$ cat config.mk
export PLATFORM = sky130hd
export DESIGN_NAME = cam_i2c_responder
export DESIGN_NICKNAME = d
export VERILOG_FILES = /design/src/rtl/cam_i2c_responder.sv
export SDC_FILE = /design/constraint.sdc
export NUM_CORES = 1
export LEC_CHECK = 0
export CAP_MARGIN = 10
export CORE_AREA = 2 2 160 201
export DETAILED_ROUTE_END_ITERATION = 10
export DIE_AREA = 0 0 162 203
export DONT_BUFFER_PORTS = 1
export PLACE_DENSITY = 0.76
export SETUP_SLACK_MARGIN = 0.15
export SLEW_MARGIN = 20
export SYNTH_ARGS = -nofsm -noshare
export SYNTH_HDL_FRONTEND = slang
export SYNTH_SLANG_ARGS = --single-unit
$ cat constraint.sdc
create_clock -name bit_clk -period 3.23 [get_ports bit_clk]
set_clock_uncertainty 0.05 [all_clocks]
set_input_delay 0.969 -clock bit_clk [delete_from_list [all_inputs] [get_ports bit_clk]]
set_output_delay 0.969 -clock bit_clk [all_outputs]
set_load 0.01 [all_outputs]
$ cat src/rtl/cam_i2c_responder.sv
// I2C/SCCB camera-register target: 7-bit device address, 16-bit register pointer, 8-bit data, small register file.
// Optional build macro CAM_RESP_GLITCH_FILTER_EN inserts a 3-sample hold filter on SCL/SDA after the synchronizers.
module cam_i2c_responder #(
    parameter logic [6:0] DEV_ADDR  = 7'h36,
    parameter int         AW        = 5,
    parameter logic [7:0] RESET_VAL = 8'h00
) (
    input  logic        bit_clk,
    input  logic        reset,
    input  logic        scl_in,
    input  logic        sda_in,
    output logic        sda_oe,
    output logic        wr_stb,
    output logic [15:0] wr_addr,
    output logic [7:0]  wr_data,
    output logic        busy
);
    localparam int DEPTH = 1 << AW;

    typedef enum logic [3:0] {
        IDLE, ADDR, ADDR_ACK, REGH, REGH_ACK, REGL, REGL_ACK,
        WDATA, WDATA_ACK, RDATA, RDATA_ACK
    } state_t;

    logic [1:0]  scl_sync, sda_sync;
    logic        scl_f, sda_f;
    logic        scl_d, scl_q, sda_d, sda_q;
    logic        scl_rise, scl_fall, start_c, stop_c;

    state_t      state, state_n;
    logic [3:0]  bit_cnt, bit_cnt_n;
    logic [7:0]  shift, shift_n;
    logic [7:0]  regh, regh_n;
    logic [15:0] pointer, pointer_n, ptr_inc;
    logic        master_nack, master_nack_n;
    logic        sda_oe_n, wr_stb_n;
    logic [15:0] wr_addr_n;
    logic [7:0]  wr_data_n;
    logic        mem_we;
    logic [7:0]  mem [0:DEPTH-1];
    logic [7:0]  rd_cur, rd_next;

    // Synchronizers reset to the idle bus level so leaving reset never fakes an edge.
    always_ff @(posedge bit_clk) begin
        if (reset) begin
            scl_sync <= 2'b11;
            sda_sync <= 2'b11;
        end else begin
            scl_sync <= {scl_sync[0], scl_in};
            sda_sync <= {sda_sync[0], sda_in};
        end
    end

`ifdef CAM_RESP_GLITCH_FILTER_EN
    logic [1:0] scl_hist, sda_hist;
    logic       scl_filt, sda_filt;

    // A level is accepted only after three identical consecutive samples.
    always_ff @(posedge bit_clk) begin
        if (reset) begin
            scl_hist <= 2'b11;
            sda_hist <= 2'b11;
            scl_filt <= 1'b1;
            sda_filt <= 1'b1;
        end else begin
            scl_hist <= {scl_hist[0], scl_sync[1]};
            sda_hist <= {sda_hist[0], sda_sync[1]};
            if (scl_hist == {2{scl_sync[1]}})
                scl_filt <= scl_sync[1];
            if (sda_hist == {2{sda_sync[1]}})
                sda_filt <= sda_sync[1];
        end
    end

    assign scl_f = scl_filt;
    assign sda_f = sda_filt;
`else
    assign scl_f = scl_sync[1];
    assign sda_f = sda_sync[1];
`endif

    always_ff @(posedge bit_clk) begin
        if (reset) begin
            scl_d <= 1'b1;
            scl_q <= 1'b1;
            sda_d <= 1'b1;
            sda_q <= 1'b1;
        end else begin
            scl_d <= scl_f;
            scl_q <= scl_d;
            sda_d <= sda_f;
            sda_q <= sda_d;
        end
    end

    assign scl_rise = scl_d & ~scl_q;
    assign scl_fall = ~scl_d & scl_q;
    assign start_c  = scl_d & scl_q & sda_q & ~sda_d;
    assign stop_c   = scl_d & scl_q & ~sda_q & sda_d;

    assign ptr_inc = pointer + 16'd1;
    assign rd_cur  = mem[pointer[AW-1:0]];
    assign rd_next = mem[ptr_inc[AW-1:0]];
    assign busy    = (state != IDLE);

    always_ff @(posedge bit_clk) begin
        if (reset) begin
            state       <= IDLE;
            bit_cnt     <= 4'd0;
            shift       <= 8'd0;
            regh        <= 8'd0;
            pointer     <= 16'd0;
            master_nack <= 1'b0;
            sda_oe      <= 1'b0;
            wr_stb      <= 1'b0;
            wr_addr     <= 16'd0;
            wr_data     <= 8'd0;
        end else begin
            state       <= state_n;
            bit_cnt     <= bit_cnt_n;
            shift       <= shift_n;
            regh        <= regh_n;
            pointer     <= pointer_n;
            master_nack <= master_nack_n;
            sda_oe      <= sda_oe_n;
            wr_stb      <= wr_stb_n;
            wr_addr     <= wr_addr_n;
            wr_data     <= wr_data_n;
        end
    end

    // SDA is only ever changed on a detected SCL falling edge, so it stays stable while SCL is high.
    always_comb begin
        state_n       = state;
        bit_cnt_n     = bit_cnt;
        shift_n       = shift;
        regh_n        = regh;
        pointer_n     = pointer;
        master_nack_n = master_nack;
        sda_oe_n      = sda_oe;
        wr_stb_n      = 1'b0;
        wr_addr_n     = wr_addr;
        wr_data_n     = wr_data;
        mem_we        = 1'b0;

        if (start_c) begin
            state_n   = ADDR;
            bit_cnt_n = 4'd0;
            sda_oe_n  = 1'b0;
        end else if (stop_c) begin
            state_n   = IDLE;
            bit_cnt_n = 4'd0;
            sda_oe_n  = 1'b0;
        end else begin
            case (state)
                ADDR, REGH, REGL, WDATA: begin
                    if (scl_rise && bit_cnt < 4'd8) begin
                        shift_n   = {shift[6:0], sda_d};
                        bit_cnt_n = bit_cnt + 4'd1;
                    end else if (scl_fall && bit_cnt == 4'd8) begin
                        sda_oe_n = 1'b1;
                        case (state)
                            ADDR: begin
                                if (shift[7:1] == DEV_ADDR) begin
                                    state_n = ADDR_ACK;
                                end else begin
                                    state_n  = IDLE;
                                    sda_oe_n = 1'b0;
                                end
                            end
                            REGH: begin
                                state_n = REGH_ACK;
                                regh_n  = shift;
                            end
                            REGL:    state_n = REGL_ACK;
                            default: state_n = WDATA_ACK;
                        endcase
                    end
                end
                // The falling edge seen in an ACK state always follows the 9th rising edge.
                ADDR_ACK, REGH_ACK, REGL_ACK, WDATA_ACK: begin
                    if (scl_rise) begin
                        bit_cnt_n = 4'd0;
                    end else if (scl_fall) begin
                        sda_oe_n = 1'b0;
                        case (state)
                            ADDR_ACK: begin
                                if (shift[0]) begin
                                    state_n  = RDATA;
                                    shift_n  = rd_cur;
                                    sda_oe_n = ~rd_cur[7];
                                end else begin
                                    state_n = REGH;
                                end
                            end
                            REGH_ACK: state_n = REGL;
                            REGL_ACK: begin
                                state_n   = WDATA;
                                pointer_n = {regh, shift};
                            end
                            default: begin
                                state_n   = WDATA;
                                mem_we    = 1'b1;
                                wr_stb_n  = 1'b1;
                                wr_addr_n = pointer;
                                wr_data_n = shift;
                                pointer_n = ptr_inc;
                            end
                        endcase
                    end
                end
                RDATA: begin
                    if (scl_rise && bit_cnt < 4'd8) begin
                        shift_n   = {shift[6:0], 1'b0};
                        bit_cnt_n = bit_cnt + 4'd1;
                    end else if (scl_fall) begin
                        if (bit_cnt == 4'd8) begin
                            state_n  = RDATA_ACK;
                            sda_oe_n = 1'b0;
                        end else begin
                            sda_oe_n = ~shift[7];
                        end
                    end
                end
                RDATA_ACK: begin
                    if (scl_rise) begin
                        bit_cnt_n     = 4'd0;
                        master_nack_n = sda_d;
                    end else if (scl_fall) begin
                        if (master_nack) begin
                            state_n  = IDLE;
                            sda_oe_n = 1'b0;
                        end else begin
                            state_n   = RDATA;
                            pointer_n = ptr_inc;
                            shift_n   = rd_next;
                            sda_oe_n  = ~rd_next[7];
                        end
                    end
                end
                default: ;
            endcase
        end
    end

    always_ff @(posedge bit_clk) begin
        if (reset) begin
            for (int i = 0; i < DEPTH; i++)
                mem[i] <= RESET_VAL;
        end else if (mem_we) begin
            mem[pointer[AW-1:0]] <= shift;
        end
    end
endmodule

==> impl_metrics.tcl, run 1 <==
set metrics [dict create \
    n_antenna_cell 0 \
    die_w_um 162 \
    area_growth_pct 9.60 \
    p_switching_mw 2.70 \
    root_buffer "clkbuf_16" \
    synth_warnings 0 \
    postSynth.asyncResetShare_pct 0 \
    cts_buffers 34 \
    pwr-share-seq_pct 46.6 \
    worstSkewPairLatency_ns 0.53 \
    cts_tree "built" \
    nNetsFinal 1428 \
    place_area_um2 18300 \
    crit_arrival_ns 3.01 \
    synthMuxAreaShare_pct 19.4 \
    io_buffers 0 \
    instances_no_fill 1848 \
    synthAdderAreaFrac_pct 0.423 \
    syn_nets 1441 \
    min_period_ns 2.89 \
    h-tree-depth 2 \
    drive_above_1_share_pct 18.3 \
    ctsResizeCount 0 \
    ctsHoldBuffers 0 \
    ant_nets 0 \
    synth_edf_count 256 \
    drc_errors 0 \
    regToRegSetupSlack_ns 0.34 \
    maxSlewViolCount 0 \
    die_y_um 203 \
    drt-total-wl_mm 48.1 \
    grt_pass1_vias 12300 \
    cts_max_path_buffers 3 \
    grt-ovfl-total 0 \
    leakage_nw 6.56 \
    finalPower_mw 10.5 \
    netlist_instances 1431 \
    path_max_fanout 8 \
    postSynthAreaPerCell_um2 12.4 \
    period_share_pct 89.3 \
    path_class "register to register" \
    grt_start_max_net_pins 103 \
    final_area_um2 19400 \
    clkPwrFrac_pct 37.2 \
    final.setup.worst_slack_ns 0.345 \
    synth-simple-area-share_pct 17.1 \
    placed_cells 1789 \
    clock.fmax_ghz 0.347 \
    slew_headroom_pct 38.8 \
    cap_violations 0 \
    synth_compound_area_share_pct 7.17 \
    initial_core_util_pct 57.6 \
    power_switching_share_pct 25.7 \
    ys_ff_latch 336 \
    ys_types 65 \
    finalSetupViolations 0 \
    synth-main-ff-cell "edfxtp_1" \
    drt_pass1_iterations 6 \
    start_kind "register" \
    core-area_um2 30800 \
    ir_worst_vdd_uv 506 \
    preCtsSetupSlack_ns 0.341 \
    row_count 72 \
    power_density_nw_per_um2 542 \
    drtIter0Drc 1649 \
    tightest_slew_ns 0.917 \
    cts_setup_buffers 0 \
    wire_per_inst_um 26.0 \
    die-area_um2 32900 \
    grt_pass1_wl_mm 73.1 \
    synth.area.top_cells "edfxtp_1 43%, mux4_2 15%, dfxtp_1 9.0%" \
    cts.sink_count 336 \
    required_ns 3.35 \
    crit_path_end_kind "register" \
    num_vias 12400 \
    grtUsageTotal_pct 29.6 \
    hold_path_class "register to register" \
    p_int_mw 7.83 \
    io_pins 31 \
    grt_setup_unrepaired "false" \
    status "finished clean" \
    pwr-share-comb_pct 16.2 \
    dp_hpwl_mm 32.4 \
    setup_tns_ns 0 \
    yosysSeqAreaShare_pct 52.4 \
    antenna_found_initial 0 \
    clkSlewWorstSetupHoldPaths_ns 0.06 \
    yosysTopAreaCellShare_pct 43.3 \
    vias_per_cell 6.70 \
    gp_congestion 0.937 \
    synth_top_family_by_area "multiplexers" \
    synthXorXnorAreaFrac_pct 0.395 \
    synth_area_um2 17700 \
    yosysTopAreaCell "edfxtp_1" \
    final_hold_viol_count 0 \
]
## layer usage
layer | wire length (um) | global-route usage (%)
met5 | 0 | 0
met4 | 2410 | 13.7
met2 | 23600 | 49.6
met1 | 17300 | 38.2
met3 | 4790 | 4.39
## metrics by stage
| step | utilization (%) | hold WS (ns) |
|---|---|---|
| 6_report | 63.1 | 0.371 |
| 5_1_grt | 63.1 | 0.389 |
| 4_1_cts | 63.1 | 0.380 |
| 3_5_place_dp | 59.5 | 0.352 |
| 3_3_place_gp | 59.5 | 0.355 |
| 2_1_floorplan | - | 0.339 |
## Yosys cell counts (10+ instances only)
| cell | number |
|---|---|
| edfxtp_1 | 256 |
| and2_1 | 226 |
| mux4_2 | 115 |
| nand2_1 | 92 |
| clkbuf_1 | 86 |
| dfxtp_1 | 80 |
| mux2i_1 | 72 |
| nor2_1 | 72 |
| a21oi_1 | 62 |
| nor3_1 | 40 |
| o21ai_0 | 33 |
| a211oi_1 | 31 |
| or2_1 | 31 |
| buf_2 | 24 |
| nand3_1 | 23 |
| nor2b_1 | 20 |
| a22oi_1 | 19 |
| inv_1 | 11 |
| or2_2 | 11 |
| mux2_2 | 10 |
## worst max-delay path, cell delays in order, from the launching register on
cell and delay [ns]:
dfxtp_1 0.33, or3b_1 0.46, or3_1 0.45, nor2_4 0.16, nand2_1 0.14, nor2_1 0.49
or2_1 0.44
## flip-flops by register name, summed over array words and instances, names as in the netlist, 2 cells and up, named ones only
signal	flops
regh	8
mem	256
sda_sync	2
wr_data	8
scl_sync	2
wr_addr	16
state	4
shift	8
pointer	16
bit_cnt	4
## logic make-up after synthesis
group | Yosys count
muxes | 198
AOI/OAI and AO/OA | 196
DFF | 336
and+or+nand+nor | 557
xor gates and xnor gates | 8
adders and majority gates | 6
buffers and inverters | 130
## path summary, 6_finish.rpt
check              start          end  depth (start not counted)
max reg2reg     state[3]    mem[4][4]                          6
min reg2reg  scl_sync[0]  scl_sync[1]                          1
min          scl_sync[0]  scl_sync[1]                          1
max             state[3]    mem[4][4]                          6
## cell type report
cell class	count	area, um^2
multi-input cells	965	7930
repair buffers	69	559
inverters	12	45.0
fillers	2331	11400
well taps	407	509
flip-flops and latches	336	9300
clock inverters	12	80.1
clock buffers	47	1010
## power groups by stage
stage / Combinational, mW / Sequential (mW) / Clock, mW
CTS: 1.68 / 4.91 / 3.94
global route: 1.79 / 4.92 / 4.08
finish: 1.70 / 4.91 / 3.92
global placement: 1.64 / 4.99 / 0
detailed placement: 1.67 / 5.00 / 0
floorplan: 1.33 / 4.90 / 0
## cell usage in the layout, fill, tap and decap left out, drive strengths merged, types with 3 or more instances in the layout
cell type	instances
o2111ai	3
dfxtp	80
nand3	23
and3	4
nand2	92
and2	226
xor2	6
nor2b	20
o211a	6
ha	6
nand3b	7
a211oi	31
inv	11
a2111oi	5
o21a	3
mux2	10
edfxtp	256
nand4	5
a311oi	3
a31oi	6
nand2b	8
or2	42
o22ai	4
a22oi	19
or3	6
clkbuf	47
o21ai	33
mux2i	72
buf	69
nor3	40
a21oi	62
mux4	116
o31ai	3
clkinv	12
or3b	3
nor2	73
No activity file was read; power rests on OpenSTA's default activity.
==> run 2: changes to the inputs <==
--- a/config.mk
+++ b/config.mk
@@ -6,10 +6,10 @@
 export NUM_CORES = 1
 export LEC_CHECK = 0
 export CAP_MARGIN = 10
-export CORE_AREA = 2 2 160 201
+export CORE_AREA = 2 2 161 203
 export DETAILED_ROUTE_END_ITERATION = 10
-export DIE_AREA = 0 0 162 203
-export DONT_BUFFER_PORTS = 1
+export DIE_AREA = 0 0 163 205
+export HOLD_SLACK_MARGIN = 0.08
 export PLACE_DENSITY = 0.76
 export SETUP_SLACK_MARGIN = 0.15
 export SLEW_MARGIN = 20
==> impl_metrics.tcl, run 2 (same netlist as run 1, synthesis figures left out) <==
set metrics [dict create \
    grt_start_max_net_pins 102 \
    io_buffers 30 \
    regMostFlops "mem" \
    path_class "register to primary output" \
    largest_register_ffs 256 \
    die-area_um2 33400 \
    crit_arrival_ns 1.95 \
    cts.sink_count 336 \
    drive_above_1_share_pct 18.8 \
    hold_depth 1 \
    clkSlewWorstSetupHoldPaths_ns 0.07 \
    num_vias 12400 \
    cts_max_path_buffers 3 \
    rr_worst_depth 6 \
    power_density_nw_per_um2 523 \
    final_common_cell "edfxtp_1" \
    root_buffer "clkbuf_16" \
    n_antenna_cell 0 \
    slew_headroom_pct 34.9 \
    cts_setup_buffers 0 \
    cts_buffers 31 \
    grt_use_met3_pct 5.32 \
    worstSetupStartpoint "state[3]" \
    dp_hpwl_mm 32.9 \
    cap_violations 0 \
    drt_pass1_iterations 8 \
    status "finished clean" \
    path_max_fanout 16 \
    ir_worst_vdd_uv 380 \
    h-tree-depth 1 \
    period_share_pct 91.9 \
    grt-ovfl-total 0 \
    grtUsageTotal_pct 29.4 \
    leakage_nw 6.69 \
    start_kind "register" \
    fill_cells 2334 \
    drc_errors 0 \
    nNetsFinal 1468 \
    gp_congestion 0.920 \
    core-area_um2 31500 \
    drt-total-wl_mm 48.0 \
    wire_per_inst_um 25.4 \
    cts_tree "built" \
    die_y_um 205 \
    min_period_ns 2.97 \
    row_count 73 \
    min_from "sda_sync[0]" \
    reg_top3 "mem x256, pointer x16, wr_addr x16" \
    area_growth_pct 11.6 \
    crit_path_end_kind "primary output" \
    final_cell_mix "256 x edfxtp_1, 226 x and2_1, 115 x mux4_2" \
    final_hold_viol_count 0 \
    met1_usage_pct 37.5 \
    io_pins 31 \
    finalSetupViolations 0 \
    initial_core_util_pct 56.3 \
    clock.fmax_ghz 0.337 \
    hold_path_class "register to register" \
    grt_pass1_vias 12400 \
    antenna_found_initial 0 \
    met2_usage_pct 48.6 \
    setup_tns_ns 0 \
    vias_per_cell 6.56 \
    maxSlewViolCount 0 \
    worstSkewPairLatency_ns 0.58 \
    grt_pass1_wl_mm 73.9 \
    tightest_slew_ns 0.976 \
    busiest_layer "met2" \
    required_ns 2.21 \
    die_w_um 163 \
    ant_nets 0 \
    drtIter0Drc 1716 \
    grt_setup_unrepaired "false" \
    hold-worst-slack_ns 0.367 \
]
run 2: cell types whose count changed in the layout (fill, tap and decap cells not counted), moves of 3 or more:
| cell | before | now |
|---|---|---|
| clkinv_1 | 8 | 4 |
| clkinvlp_4 | 0 | 5 |
| buf_4 | 65 | 78 |
| clkdlybuf4s50_1 | 0 | 28 |
| clkbuf_16 | 37 | 31 |
| bufinv_16 | 1 | 4 |
| clkbuf_8 | 5 | 0 |
run 2: area by class of cell:
class / instances / area (um^2) / area share, %
clock buffer: 37 / 798 / 4.03
multi-input combinational: 965 / 7930 / 40.1
clock inverter: 20 / 220 / 1.11
inverter: 12 / 45.0 / 0.228
tap: 412 / 515 / 2.61
timing repair buffer: 112 / 975 / 4.93
sequential: 336 / 9300 / 47.0
run 2: what timing repair did:
| item | 4_1_cts | 5_1_grt |
|---|---|---|
| hold buffers | 0 | 0 |
| hold endpoints to repair | 0 | 0 |
| setup endpoints to repair | 1 | 0 |
| resized for setup | 1 | 0 |
run 2: worst paths after layout:
check	slack, ns	to
max	0.26	busy
min	0.37	sda_sync[1]
max reg2reg	0.27	shift[1]
min reg2reg	0.37	sda_sync[1]
run 2: metrics by stage:
step	power [mW]	area (um^2)	instances	worst slack, ns	util, %
6_report	10.3	19800	1894	0.261	62.8
4_1_cts	10.3	19800	1894	0.260	62.8
5_1_grt	10.6	19800	1894	0.189	62.8
3_3_place_gp	6.64	18800	1837	0.463	59.6
3_5_place_dp	6.68	18800	1837	0.424	59.6
2_1_floorplan	6.23	17800	1431	0.154	-
run 2: report_power, final:
group,switching (mW),internal (mW)
Combinational,0.867,0.807
Clock,1.63,2.09
Sequential,0.176,4.77
run 2: worst max-delay path, stage by stage (launching register included):
cell and delay, ns:
dfxtp_1 0.31, buf_4 0.18, or4_1 0.56, dlygate4sd2_1 0.32
run 2: metal layers:
metal	share of wire (%)	vias to the layer above
met5	0	-
met4	5.6	0
met3	9.4	157
met2	49	733
met1	36	6134
li1	-	5399
==> run 3: changes to the inputs <==
--- a/config.mk
+++ b/config.mk
@@ -7,6 +7,7 @@
 export LEC_CHECK = 0
 export CAP_MARGIN = 10
 export CORE_AREA = 2 2 161 203
+export CTS_BUF_LIST = sky130_fd_sc_hd__clkbuf_16
 export DETAILED_ROUTE_END_ITERATION = 10
 export DIE_AREA = 0 0 163 205
 export HOLD_SLACK_MARGIN = 0.08
==> impl_metrics.tcl, run 3 (same netlist as run 1, synthesis figures left out) <==
set metrics [dict create \
    crit_arrival_ns 3.43 \
    path_class "register to register" \
    power_density_nw_per_um2 522 \
    met2_usage_pct 48.6 \
    wire_per_inst_um 25.3 \
    cts.sink_count 336 \
    required_ns 3.68 \
    min_period_ns 2.98 \
    cap_violations 0 \
    grt_setup_unrepaired "false" \
    regMostFlops "mem" \
    period_share_pct 92.3 \
    io_buffers 30 \
    h-tree-depth 1 \
    ant_nets 0 \
    hold-worst-slack_ns 0.367 \
    cts_max_path_buffers 3 \
    n_antenna_cell 0 \
    busiest_layer "met2" \
    grt_start_max_net_pins 102 \
    status "finished clean" \
    num_vias 12400 \
    reg_top3 "mem x256, pointer x16, wr_addr x16" \
    drive_above_1_share_pct 18.8 \
    fill_cells 2334 \
    leakage_nw 6.72 \
    core-area_um2 31500 \
    met1_usage_pct 37.5 \
    start_kind "register" \
    initial_core_util_pct 56.3 \
    io_pins 31 \
    grt_use_met3_pct 5.32 \
    row_count 73 \
    final_common_cell "edfxtp_1" \
    cts_buffers 31 \
    cts_setup_buffers 0 \
    ctsResizeCount 1 \
    ctsHoldBuffers 0 \
    slew_headroom_pct 34.9 \
    tightest_slew_ns 0.977 \
    drc_errors 0 \
    largest_register_ffs 256 \
    die_y_um 205 \
    drt-total-wl_mm 48.0 \
    die-area_um2 33400 \
    cts_tree "built" \
    drtIter0Drc 1704 \
    antenna_found_initial 0 \
    maxSlewViolCount 0 \
    root_buffer "clkbuf_16" \
    dp_hpwl_mm 32.9 \
    worstSkewPairLatency_ns 0.58 \
    grt-ovfl-total 0 \
    clock.fmax_ghz 0.335 \
    final_cell_mix "256 x edfxtp_1, 226 x and2_1, 115 x mux4_2" \
    hold_path_class "register to register" \
    grtUsageTotal_pct 29.4 \
    clkSlewWorstSetupHoldPaths_ns 0.07 \
    grt_pass1_vias 12400 \
    drt_pass1_iterations 5 \
    regToRegSetupSlack_ns 0.25 \
    final_hold_viol_count 0 \
    vias_per_cell 6.56 \
    nNetsFinal 1468 \
    die_w_um 163 \
    crit_path_end_kind "register" \
    finalPower_mw 10.3 \
    area_growth_pct 11.6 \
    grt_pass1_wl_mm 73.9 \
    ir_worst_vdd_uv 381 \
    finalSetupViolations 0 \
    setup_tns_ns 0 \
    gp_congestion 0.920 \
    path_max_fanout 34 \
]
## run 3: cell count changes in the layout (fill, tap and decap cells not counted)
cell      change
clkbuf_1      -6
inv_1         +6
## run 3: layout make-up
type	count	area, um^2	share of cell area [%]
repair buffers	112	975	4.93
well taps	412	515	2.61
clock inverters	26	243	1.23
inverters	12	45.0	0.228
multi-input cells	965	7930	40.1
clock buffers	31	776	3.92
flip-flops and latches	336	9300	47.0
## run 3: worst max-delay path, stage by stage (launching register included)
cell and delay (ns):
dfxtp_2 0.97, nor2b_1 0.41, a22oi_1 0.26, a21oi_1 0.09
a211oi_1 0.70, a2111oi_0 0.17, a211oi_1 0.23
## run 3: metrics by stage
step / std cells / setup slack [ns] / util [%] / instance area [um^2]
2_1_floorplan: 1431 / 0.154 / - / 17800
3_3_place_gp: 1837 / 0.463 / 59.6 / 18800
3_5_place_dp: 1837 / 0.424 / 59.6 / 18800
4_1_cts: 1894 / 0.260 / 62.8 / 19800
5_1_grt: 1894 / 0.189 / 62.8 / 19800
6_report: 1894 / 0.249 / 62.8 / 19800
## run 3: power breakdown
part           total (mW)  internal [mW]  switching (mW)
combinational        1.67          0.807           0.868
sequential           4.95           4.77           0.176
clock                3.70           2.07            1.63
## run 3: path summary, 6_finish.rpt
kind                  to  cells after the start        start
min          sda_sync[1]                      1  sda_sync[0]
min reg2reg  sda_sync[1]                      1  sda_sync[0]
max             shift[1]                      6     register
max reg2reg     shift[1]                      6     register
## run 3: per-layer routing
layer  wire length (um)  vias up
met2              23500      735
met5                  0        -
li1                   -     5394
met3               4480      151
met1              17400     6150
met4               2610        0
==> patch: new RTL, flow settings as in run 3 <==
Set the parameter `AW` to 3 (it was 5).
--- a/src/rtl/cam_i2c_responder.sv
+++ b/src/rtl/cam_i2c_responder.sv
@@ -2,7 +2,7 @@
 // Optional build macro CAM_RESP_GLITCH_FILTER_EN inserts a 3-sample hold filter on SCL/SDA after the synchronizers.
 module cam_i2c_responder #(
     parameter logic [6:0] DEV_ADDR  = 7'h36,
-    parameter int         AW        = 5,
+    parameter int         AW        = 3,
     parameter logic [7:0] RESET_VAL = 8'h00
 ) (
     input  logic        bit_clk,
Formal check against the unedited RTL: same outputs for any inputs over 4 cycles, from zero or initial values and one cycle with reset high; that may be too few to reach the edited logic, so the function may still have changed.
==> patch against run 3 <==
- fmax rose by 5.5%
- synthesized area fell by 59%
- power is 63% lower
- sequential cell count fell by 194
- register-to-register slack better by 450 ps
- routed wire length fell by 63%
- worst setup slack improved by 160 ps
- cell area fell by 57%
- highest routed layer unchanged
==> patch: results (changes against run 3) <==
* Outcome: completed
* Routability congestion estimate from global placement at 0.910 (-1.2%)
* Worst-Skew Late Latency at 420 ps (-160 ps)
* First-pass GRT wire length at 28500 um (-61%)
* CP Max Fanout at 13 (-62%)
* Slew headroom at 35.7% (+0.85 points)
* Syn nets at 704 (-51%)
* GR Layer Usage met3 at 1.70% (-3.6 points)
* Fin nets at 713 (-51%)
* Layout filler cell count at 3188 (+37%)
* Sequential-to-total area share from yosys stat at 47.8% (-4.6 points)
* Met2 Usage GRT at 18.6% (-30 points)
* Largest registers: mem: 64 flops, pointer: 16 flops, wr_addr: 16 flops
* Area contributors post-synth: edfxtp_1, dfxtp_1, mux4_2
* CTS buffer count at 17 (-45%)
* VDD IR max at 0.353 mV (-7.3%)
* Metal-1 WL at 6950 um (-60%)
* Vias in the first global route at 5354 (-57%)
* Prevailing post-synth register cell: dfxtp_1
* WL met2 at 8920 um (-62%)
* WL/cell at 15.9 um (-37%)
* Synth Warn # at 0 (unchanged)
* Share of cells above drive strength 1 at 17.2% (-1.6 points)
* Via Count at 5523 (-56%)
* Met3 routed WL at 1130 um (-75%)
* Post-synth EDFFs at 64 (-75%)
* Global Route Usage Sum at 10.8% (-19 points)
* DP Wirelength at 12300 um (-63%)
* Pre-CTS setup slack at 569 ps (+145 ps)
* Largest net degree at the start of global routing at 55 (-46%)
* Count of different cell masters after synthesis at 69 (+6.2%)
* Synth top cells by count: nand2_1, dfxtp_1, edfxtp_1, a21oi_1, and2_1
* DR iter-0 viols at 548 (-68%)
-- patch: layout make-up --
type,count,area (um^2),area share [%]
Sequential cell,142,3480,41.1
Multi-Input combinational cell,488,3480,41.0
Tap cell,412,515,6.08
Timing Repair Buffer,49,438,5.16
Clock buffer,17,425,5.01
Clock inverter,15,110,1.30
Inverter,8,30.0,0.354
-- patch: what timing repair did --
item                       CTS  global route
hold buffers                 0             0
resized for setup            0             1
hold endpoints to repair     0             0
setup endpoints to repair    0             1
-- patch: cells by family after synthesis --
group,Yosys count,synth area share (%)
and+or+nand+nor,277,20.5
AOI/OAI and AO/OA,154,13.9
DFF,142,47.8
buffers and inverters,67,4.55
muxes,51,12.5
xor gates and xnor gates,3,0.360
adders and majority gates,3,0.515
-- patch: power breakdown --
group | internal, W | switching [W]
Combinational | 0.0000449 | 0.0000647
Sequential | 0.00191 | 0.0000276
Clock | 0.000990 | 0.000778
-- patch: worst max-delay path: stages (launching register included) --
cell and delay (ps):
dfxtp_1 560, nor2_1 140, nand2_1 140, clkdlybuf4s50_1 550
-- patch: metrics by stage --
step                      hold WS [ps]  std cells  util (%)  instance area (um^2)  power [W]
final                              368       1131      26.9                  8480    0.00381
after detailed placement           359       1099      25.2                  7950    0.00208
after global routing               382       1131      26.9                  8480    0.00392
after CTS                          372       1131      26.9                  8480    0.00383
after global placement             357       1099      25.2                  7950    0.00208
after floorplan                    339        697         -                  7290    0.00204
-- patch: worst paths after layout --
kind	from	endpoint	slack, ps	cells past startpoint
worst max-delay path	state[3]	busy	400	3
worst min-delay path	sda_sync[0]	sda_sync[1]	370	1
worst max register to register	state[0]	mem[0][0]	700	6
worst min register to register	sda_sync[0]	sda_sync[1]	370	1
